<file path="src/rtl/bus_arbiter.sv">
// Two-master arbiter for the serial system bus.
// Grants one master at a time with round-robin tie breaking, drives the
// master-side mux select, and tracks a single outstanding split transaction
// so the split master is re-granted with top priority once the slave resumes.

module bus_arbiter (
    input  logic clk,
    input  logic rstn,
    input  logic breq1,
    input  logic breq2,
    input  logic split,
    input  logic split_done,
    output logic bgrant1,
    output logic bgrant2,
    output logic msel,
    output logic msplit1,
    output logic msplit2,
    output logic bus_busy
);

    typedef enum logic [1:0] {
        IDLE   = 2'd0,
        GRANT1 = 2'd1,
        GRANT2 = 2'd2
    } state_e;

    // Master index encoding used by last/split_own/grant_who: 0 = M1, 1 = M2.
    // This matches the msel encoding, so a grant copies the index straight
    // into msel.
    localparam logic MST1 = 1'b0;
    localparam logic MST2 = 1'b1;

    state_e state_q, state_d;
    logic   last_q, last_d;
    logic   split_pend_q, split_pend_d;
    logic   split_own_q, split_own_d;
    logic   bgrant1_q, bgrant1_d;
    logic   bgrant2_q, bgrant2_d;
    logic   msel_q, msel_d;
    logic   msplit1_q, msplit1_d;
    logic   msplit2_q, msplit2_d;

    logic   elig1_s;
    logic   elig2_s;
    logic   grant_req_s;
    logic   grant_who_s;

    // Eligibility: requesting and not parked as the pending split owner.
    always_comb begin
        elig1_s = breq1 & ~(split_pend_q & (split_own_q == MST1));
        elig2_s = breq2 & ~(split_pend_q & (split_own_q == MST2));
    end

    // Next-state and next-output logic for the arbitration FSM.
    always_comb begin
        state_d      = state_q;
        last_d       = last_q;
        split_pend_d = split_pend_q;
        split_own_d  = split_own_q;
        bgrant1_d    = bgrant1_q;
        bgrant2_d    = bgrant2_q;
        msel_d       = msel_q;
        msplit1_d    = msplit1_q;
        msplit2_d    = msplit2_q;
        grant_req_s  = 1'b0;
        grant_who_s  = MST1;

        case (state_q)
            IDLE: begin
                if (split_pend_q && split_done) begin
                    // Resume (or abandonment cleanup) has top priority.
                    split_pend_d = 1'b0;
                    if (split_own_q == MST1) begin
                        msplit1_d   = 1'b0;
                        grant_req_s = breq1;
                        grant_who_s = MST1;
                    end else begin
                        msplit2_d   = 1'b0;
                        grant_req_s = breq2;
                        grant_who_s = MST2;
                    end
                end else if (elig1_s && !elig2_s) begin
                    grant_req_s = 1'b1;
                    grant_who_s = MST1;
                end else if (elig2_s && !elig1_s) begin
                    grant_req_s = 1'b1;
                    grant_who_s = MST2;
                end else if (elig1_s && elig2_s) begin
                    // Round-robin: the master that did not go last wins.
                    grant_req_s = 1'b1;
                    grant_who_s = ~last_q;
                end else begin
                    state_d = IDLE;
                end
            end

            GRANT1: begin
                if (!breq1) begin
                    state_d   = IDLE;
                    bgrant1_d = 1'b0;
                end else if (split && !split_pend_q) begin
                    state_d      = IDLE;
                    bgrant1_d    = 1'b0;
                    split_pend_d = 1'b1;
                    split_own_d  = MST1;
                    msplit1_d    = 1'b1;
                end else begin
                    // Either no split, or a second split while one is
                    // already outstanding: keep the grant.
                    state_d = GRANT1;
                end
            end

            GRANT2: begin
                if (!breq2) begin
                    state_d   = IDLE;
                    bgrant2_d = 1'b0;
                end else if (split && !split_pend_q) begin
                    state_d      = IDLE;
                    bgrant2_d    = 1'b0;
                    split_pend_d = 1'b1;
                    split_own_d  = MST2;
                    msplit2_d    = 1'b1;
                end else begin
                    state_d = GRANT2;
                end
            end

            default: begin
                // Unreachable encoding: drop any grant and re-arbitrate.
                state_d   = IDLE;
                bgrant1_d = 1'b0;
                bgrant2_d = 1'b0;
            end
        endcase

        if (grant_req_s) begin
            last_d = grant_who_s;
            msel_d = grant_who_s;
            if (grant_who_s == MST1) begin
                state_d   = GRANT1;
                bgrant1_d = 1'b1;
                bgrant2_d = 1'b0;
            end else begin
                state_d   = GRANT2;
                bgrant1_d = 1'b0;
                bgrant2_d = 1'b1;
            end
        end else begin
            last_d = last_d;
        end
    end

    // State and output registers; reset clears grants and split tracking at once.
    always_ff @(posedge clk or negedge rstn) begin
        if (!rstn) begin
            state_q      <= IDLE;
            last_q       <= MST2;
            split_pend_q <= 1'b0;
            split_own_q  <= MST1;
            bgrant1_q    <= 1'b0;
            bgrant2_q    <= 1'b0;
            msel_q       <= 1'b0;
            msplit1_q    <= 1'b0;
            msplit2_q    <= 1'b0;
        end else begin
            state_q      <= state_d;
            last_q       <= last_d;
            split_pend_q <= split_pend_d;
            split_own_q  <= split_own_d;
            bgrant1_q    <= bgrant1_d;
            bgrant2_q    <= bgrant2_d;
            msel_q       <= msel_d;
            msplit1_q    <= msplit1_d;
            msplit2_q    <= msplit2_d;
        end
    end

    assign bgrant1  = bgrant1_q;
    assign bgrant2  = bgrant2_q;
    assign msel     = msel_q;
    assign msplit1  = msplit1_q;
    assign msplit2  = msplit2_q;
    assign bus_busy = bgrant1_q | bgrant2_q;

    bus_arbiter_chk u_chk (
        .clk     (clk),
        .rstn    (rstn),
        .bgrant1 (bgrant1_q),
        .bgrant2 (bgrant2_q),
        .msel    (msel_q),
        .msplit1 (msplit1_q),
        .msplit2 (msplit2_q)
    );

endmodule

// Structural invariants of the arbiter outputs.
module bus_arbiter_chk (
    input logic clk,
    input logic rstn,
    input logic bgrant1,
    input logic bgrant2,
    input logic msel,
    input logic msplit1,
    input logic msplit2
);

    a_grant_mutex: assert property (@(posedge clk) disable iff (!rstn)
        !(bgrant1 && bgrant2));

    a_msel_m1: assert property (@(posedge clk) disable iff (!rstn)
        bgrant1 |-> (msel == 1'b0));

    a_msel_m2: assert property (@(posedge clk) disable iff (!rstn)
        bgrant2 |-> (msel == 1'b1));

    a_one_split: assert property (@(posedge clk) disable iff (!rstn)
        !(msplit1 && msplit2));

endmodule
</file>
<file path="config.mk">
export PLATFORM = sky130hd
export DESIGN_NAME = bus_arbiter
export DESIGN_NICKNAME = d
export VERILOG_FILES = /design/src/rtl/bus_arbiter.sv
export SDC_FILE = /design/constraint.sdc
export NUM_CORES = 1
export LEC_CHECK = 0
export CORE_UTILIZATION = 35
export DETAILED_ROUTE_END_ITERATION = 10
export PLACE_DENSITY = 0.54
export SLEW_MARGIN = 30
export SYNTH_ARGS = -nofsm -noshare
export SYNTH_HDL_FRONTEND = slang
export SYNTH_SLANG_ARGS = --single-unit
</file>
<file path="constraint.sdc">
create_clock -name clk -period 2.55 [get_ports clk]
set_input_delay 0.255 -clock clk [delete_from_list [all_inputs] [get_ports clk]]
set_output_delay 0.255 -clock clk [all_outputs]
set_load 0.02 [all_outputs]
</file>
# After elaboration in Yosys (flattened, before gate mapping)
# Cells that the tools add are included.
classes:
  n_eq_ne: 17
  muxes: 48
  n_bitwise: 9
  reduce_logical: 22
ops:
  columns: ["op", "n"]
  rows:
  - ["$mux W1", 33]
  - ["$mux W2", 8]
  - ["$reduce_and A5 Y1", 3]
  - ["$ne A2 B2 Y1 const B", 7]
  - ["$ne A3 B3 Y1 const B", 4]
  - ["$pmux W1 S2", 5]
  - ["$ne A4 B4 Y1 const B", 2]
  - ["$reduce_and A4 Y1", 2]
  - ["$pmux W2 S3", 1]
  - ["$reduce_bool A2 Y1", 3]
  - ["$logic_and A1 B1 Y1", 5]
  - ["$and A1 B1 Y1", 4]
  - ["$ne A2 B1 Y1 const B", 2]
  - ["$not A1 Y1", 4]
  - ["$reduce_and A2 Y1", 2]
  - ["$reduce_or A2 Y1", 2]
  - ["$logic_not A1 Y1", 3]
  - ["$pmux W1 S3", 1]
  - ["$reduce_bool A3 Y1", 1]
  - ["$eq A2 B1 Y1 const B", 1]
  - ["$eq A2 B2 Y1 const B", 1]
  - ["$logic_not A2 Y1", 1]
  - ["$or A1 B1 Y1", 1]
totals:
  ff_bits: 10
  in_bits: 6
  output_inout_bits: 6
  word_cells: 105

# Longest topological paths before layout
depth:
  ltp_word: 12
  ltp_mapped: 6
  mapped_depth_nobuf: 6

# Worst setup path after synthesis
# OpenSTA, ideal clock, no wires.
synth_timing:
  path_type: "reg2reg"
  start: "reg state_q[0]"
  end: "reg state_q[0]"
  setup_time_ns: 0.131
  arrival_time_ns: 1.376
  required_ns: 2.419
  path_slack_ns: 1.042
  stages_incl_launch_ff: 7
  n_path_buf: 0
  cell_sequence: "dfrtp_1 -> inv_1 -> ha_1 -> nand3_1 -> a211oi_1 -> nand3b_1 -> o211ai_1"
synth_via:
  elab_chain_len: 4
  elab_cells_between_ends: 13
  classes_between: "eq/ne: 6; mux: 5; reduce/logical: 2"
synth_rtl:
  columns: ["element", "line", "text"]
  rows:
  - ["start, declared", "33", "state_e state_q, state_d;"]
  - ["start signal, assigned", "167", "state_q <= state_d;"]
  - ["$logic_not A2 Y1", "68", "case (state_q)"]
  - ["$mux W1", "68", null]
  - ["$ne A3 B3 Y1 (no source line) / $mux W2 (equally long branches)", null, null]
  - ["$reduce_and A4 Y1 (no source line) / $mux W2 (equally long branches)", null, null]
# Several ways; a longest one is shown, not always the timed one.
# A chain may end at the register's enable or synchronous reset.

# Worst setup path after layout
# Same ends and word-level chain as after synthesis.

==> summary.md <==
| Metric | Value |
|---|---|
| Status | finished, final reports clean |
| Main flop type after synthesis | dfrtp_1 |
| Slew Limit Fails | 0 |
| Worst-path maximum fanout | 5 |
| Die Area | between 2000 and 2500 µm² |
| Clock share of power | 14.8% |
| WS Path Type | reg2reg |
| Arr. time, crit path | 1.99 ns |
| Vias per std cell | 5.41 |
| Detailed Route WL | 1610 µm |
| Fin nets | 100 |
| M3 GR Usage | 6.15% |
| Number of synthesized register bits | 10 |
| Initial DRC Count | 12 |
| Multi-input logic area | roughly 400 µm² |
| Routing usage on met1 | 22.7% |
| Internal | 553 µW |
| Detailed-route DRC error count | 0 |
| Slew margin rel. | 59.9% |
| FMAX | 543 MHz |
| Commonest cells post-synth | inv_1 (11), dfrtp_1 (9), o21ai_0 (6) |
| GPL Wtd Cong | 0.851 |
| GRT busiest layer | met2 |
| Setup crit end kind | register |
| Clk_lat worst skew | 0.27 ns |
| Syn Inst Count | 75 |
| Boundary pin count | 12 |
| Htree depth | 1 |
| IO buf count | 11 |
| MaxCap Viol Count | 0 |
| Clock sinks | 10 |
| Area delta synth->final | 24.6% |
| Syn_nets | 85 |
| Post-CTS Setup Repair Bufs | 0 |
| Critical Path Slowest Stage Cell | a211oi_1 |
| Layout cells sized above 1 | 15.7% |
| Fill count | 188 |
| Final Cell Area | ~870 µm² |
| Top-count cell post-synth | inv_1 |
| Synth area leaders | dfrtp_1 (32%), ha_1 (7.1%), inv_1 (5.9%) |
| Area post-placement | 837 µm² |
| Grt met2 use | 29.2% |
| Yosys top cell by area | dfrtp_1 |
| Starting Density | 38.9% |
| DRT antenna net count | 0 |
| Final Hold Viols | 0 |
| DP Wirelength | 1230 µm |
| Non-Filler Instances | 114 |
| Sequential power share | 29.1% |
| Pin count of the biggest net entering global routing | 11 |
| CP Data Required Time | 2.70 ns |
| Period minus WS final | 1.84 ns |
| Post-synth ARST share | 100% |
| CTS Hold Bufs | 0 |
| Tot GR Track Use | 18.0% |
| RSZ-0062 raised after global routing | false |
| Remaining global-route overflow | 0 |
| Sw power | 422 µW |
| # diodes | 0 |
| Post-cts resize count | 0 |
| Post-synthesis sequential area ratio | 35.9% |
| Clock-pin slew on the worst setup and hold paths | approximately 0.070 ns |
| Die H | 46.7 µm |
| Synthesized area | 701 µm² |
| Final period utilization | 72.2% |
| CP Cell Sequence | inv_1, ha_1, nand3_1, a211oi_1, nand3b_1, o211ai_1 |
| Top-area cell type share of the netlist area | 32.1% |
| DR vias | 617 |
| Crit path max-delay family | compound AO/OA/AOI/OAI gates |
| Post-synth EDFFs | 0 |
| CTS root buf | clkbuf_4 |
| DP Cell Count | 110 |
| Total chip power | ~970 µW |
| Critical path startpoint category | register |
| Antenna violations before repair | 0 |
| Clock buffer count from CTS | 3 |
| Combinational share of power | 56.1% |
| First-pass GRT wire length | approximately 2600 µm |
| Lkg Pwr | roughly 0.37 nW |
| Fin util | between 40% and 50% |
| Final setup violating endpoints | 0 |
| Synthesis Warnings | 0 |
| Unique masters post-synth | 36 |
| HP Class | in2async |
| Actual slew at the worst max-slew pin | 0.598 ns |
| Vias in the first global route | roughly 600 |
| Skew final | 0.00107 ns |
| Wirelength per Cell | roughly 14 µm |
| Core area | 1800 µm² |
| Switching Share | 43.3% |
| Setup TNS | 0 ns |
| Bufs and invs on worst path | 1 |
| Critical path's largest stage delay | 0.55 ns |
| CTS Buffer Depth | 2 |
| Pwr/cell area | 1120 nW/µm² |
| DRT Pass-1 Iters | 4 |
| Chip Width | 46.7 µm |
| Average cell area after synthesis | 9.34 µm² |
| Row count | 15 |
| Peak supply drop | 0.618 mV |
| Register Area | 251 µm² |
| TritonCTS clock tree | done |
## cell type report
class	instances	share of cell area, %
inverter	11	4.73
timing repair buffer	11	12.6
sequential	10	28.8
clock buffer	4	4.15
multi-input combinational	53	46.1
tap	25	3.58
## through the flow
step / setup slack [ns] / hold WS (ns)
after detailed placement: 0.582 / 0.472
after global placement: 0.542 / 0.470
after global routing: 0.526 / 0.351
after floorplan: 1.04 / -0.0406
final: 0.709 / 0.301
after CTS: 0.727 / 0.332
## metal layers
metal	share of wire, %	up-vias
li1	-	300
met1	44	294
met2	47	21
met3	7.4	2
met4	0.87	0
met5	0	-
## sequential cells by signal, indices dropped and copies added (netlist names)
name	flops
state_q	2
bgrant1	1
bgrant2	1
last_q	1
msel	1
msplit1	1
msplit2	1
split_own_q	1
split_pend_q	1
## path summary, 6_finish.rpt
check,depth (start not counted),start,endpoint,slack [ns]
worst max-delay path,6,state_q[0],state_q[0],0.71
worst min-delay path,1,rstn,split_own_q,0.30
worst max register to register,6,state_q[0],state_q[0],0.71
worst min register to register,1,msel,msel,0.48
max in group asynchronous,1,rstn,last_q,1.91
min in group clk,1,msel,msel,0.48
## logic make-up (layout without fill, tap and decap cells)
family                   Yosys count  count (layout)  synth area share, %
multiplexers                       1               1                 3.21
XOR/XNOR                           1               1                 2.32
AND/OR/NAND/NOR                   20              20                 17.5
adder cells (fa/ha/maj)            4               4                 7.14
flip-flops                        10              10                 35.9
buffers and inverters             12              26                 6.61
AO/OA/AOI/OAI                     27              27                 27.3
## power groups by stage
| stage | clock, mW | sequential [mW] | combinational (mW) |
|---|---|---|---|
| after detailed placement | 0 | 0.287 | 0.544 |
| after global placement | 0 | 0.287 | 0.548 |
| after floorplan | 0 | 0.293 | 0.367 |
| after global routing | 0.157 | 0.293 | 0.603 |
| final | 0.144 | 0.283 | 0.547 |
| after CTS | 0.152 | 0.284 | 0.550 |
## cells in the final DEF, fill, tap and decap left out, types with 2 or more instances in the layout
master           count
dfrtp_1              9
ha_1                 4
nand2_1              3
and2_2               2
o21ai_0              6
nor2b_1              3
clkdlybuf4s50_1     11
inv_1               11
a21o_1               2
clkbuf_4             3
a31oi_1              4
nand3b_1             2
nand3_1              3
a21oi_1              2
Note: power is estimated with default switching activity, not from simulation.
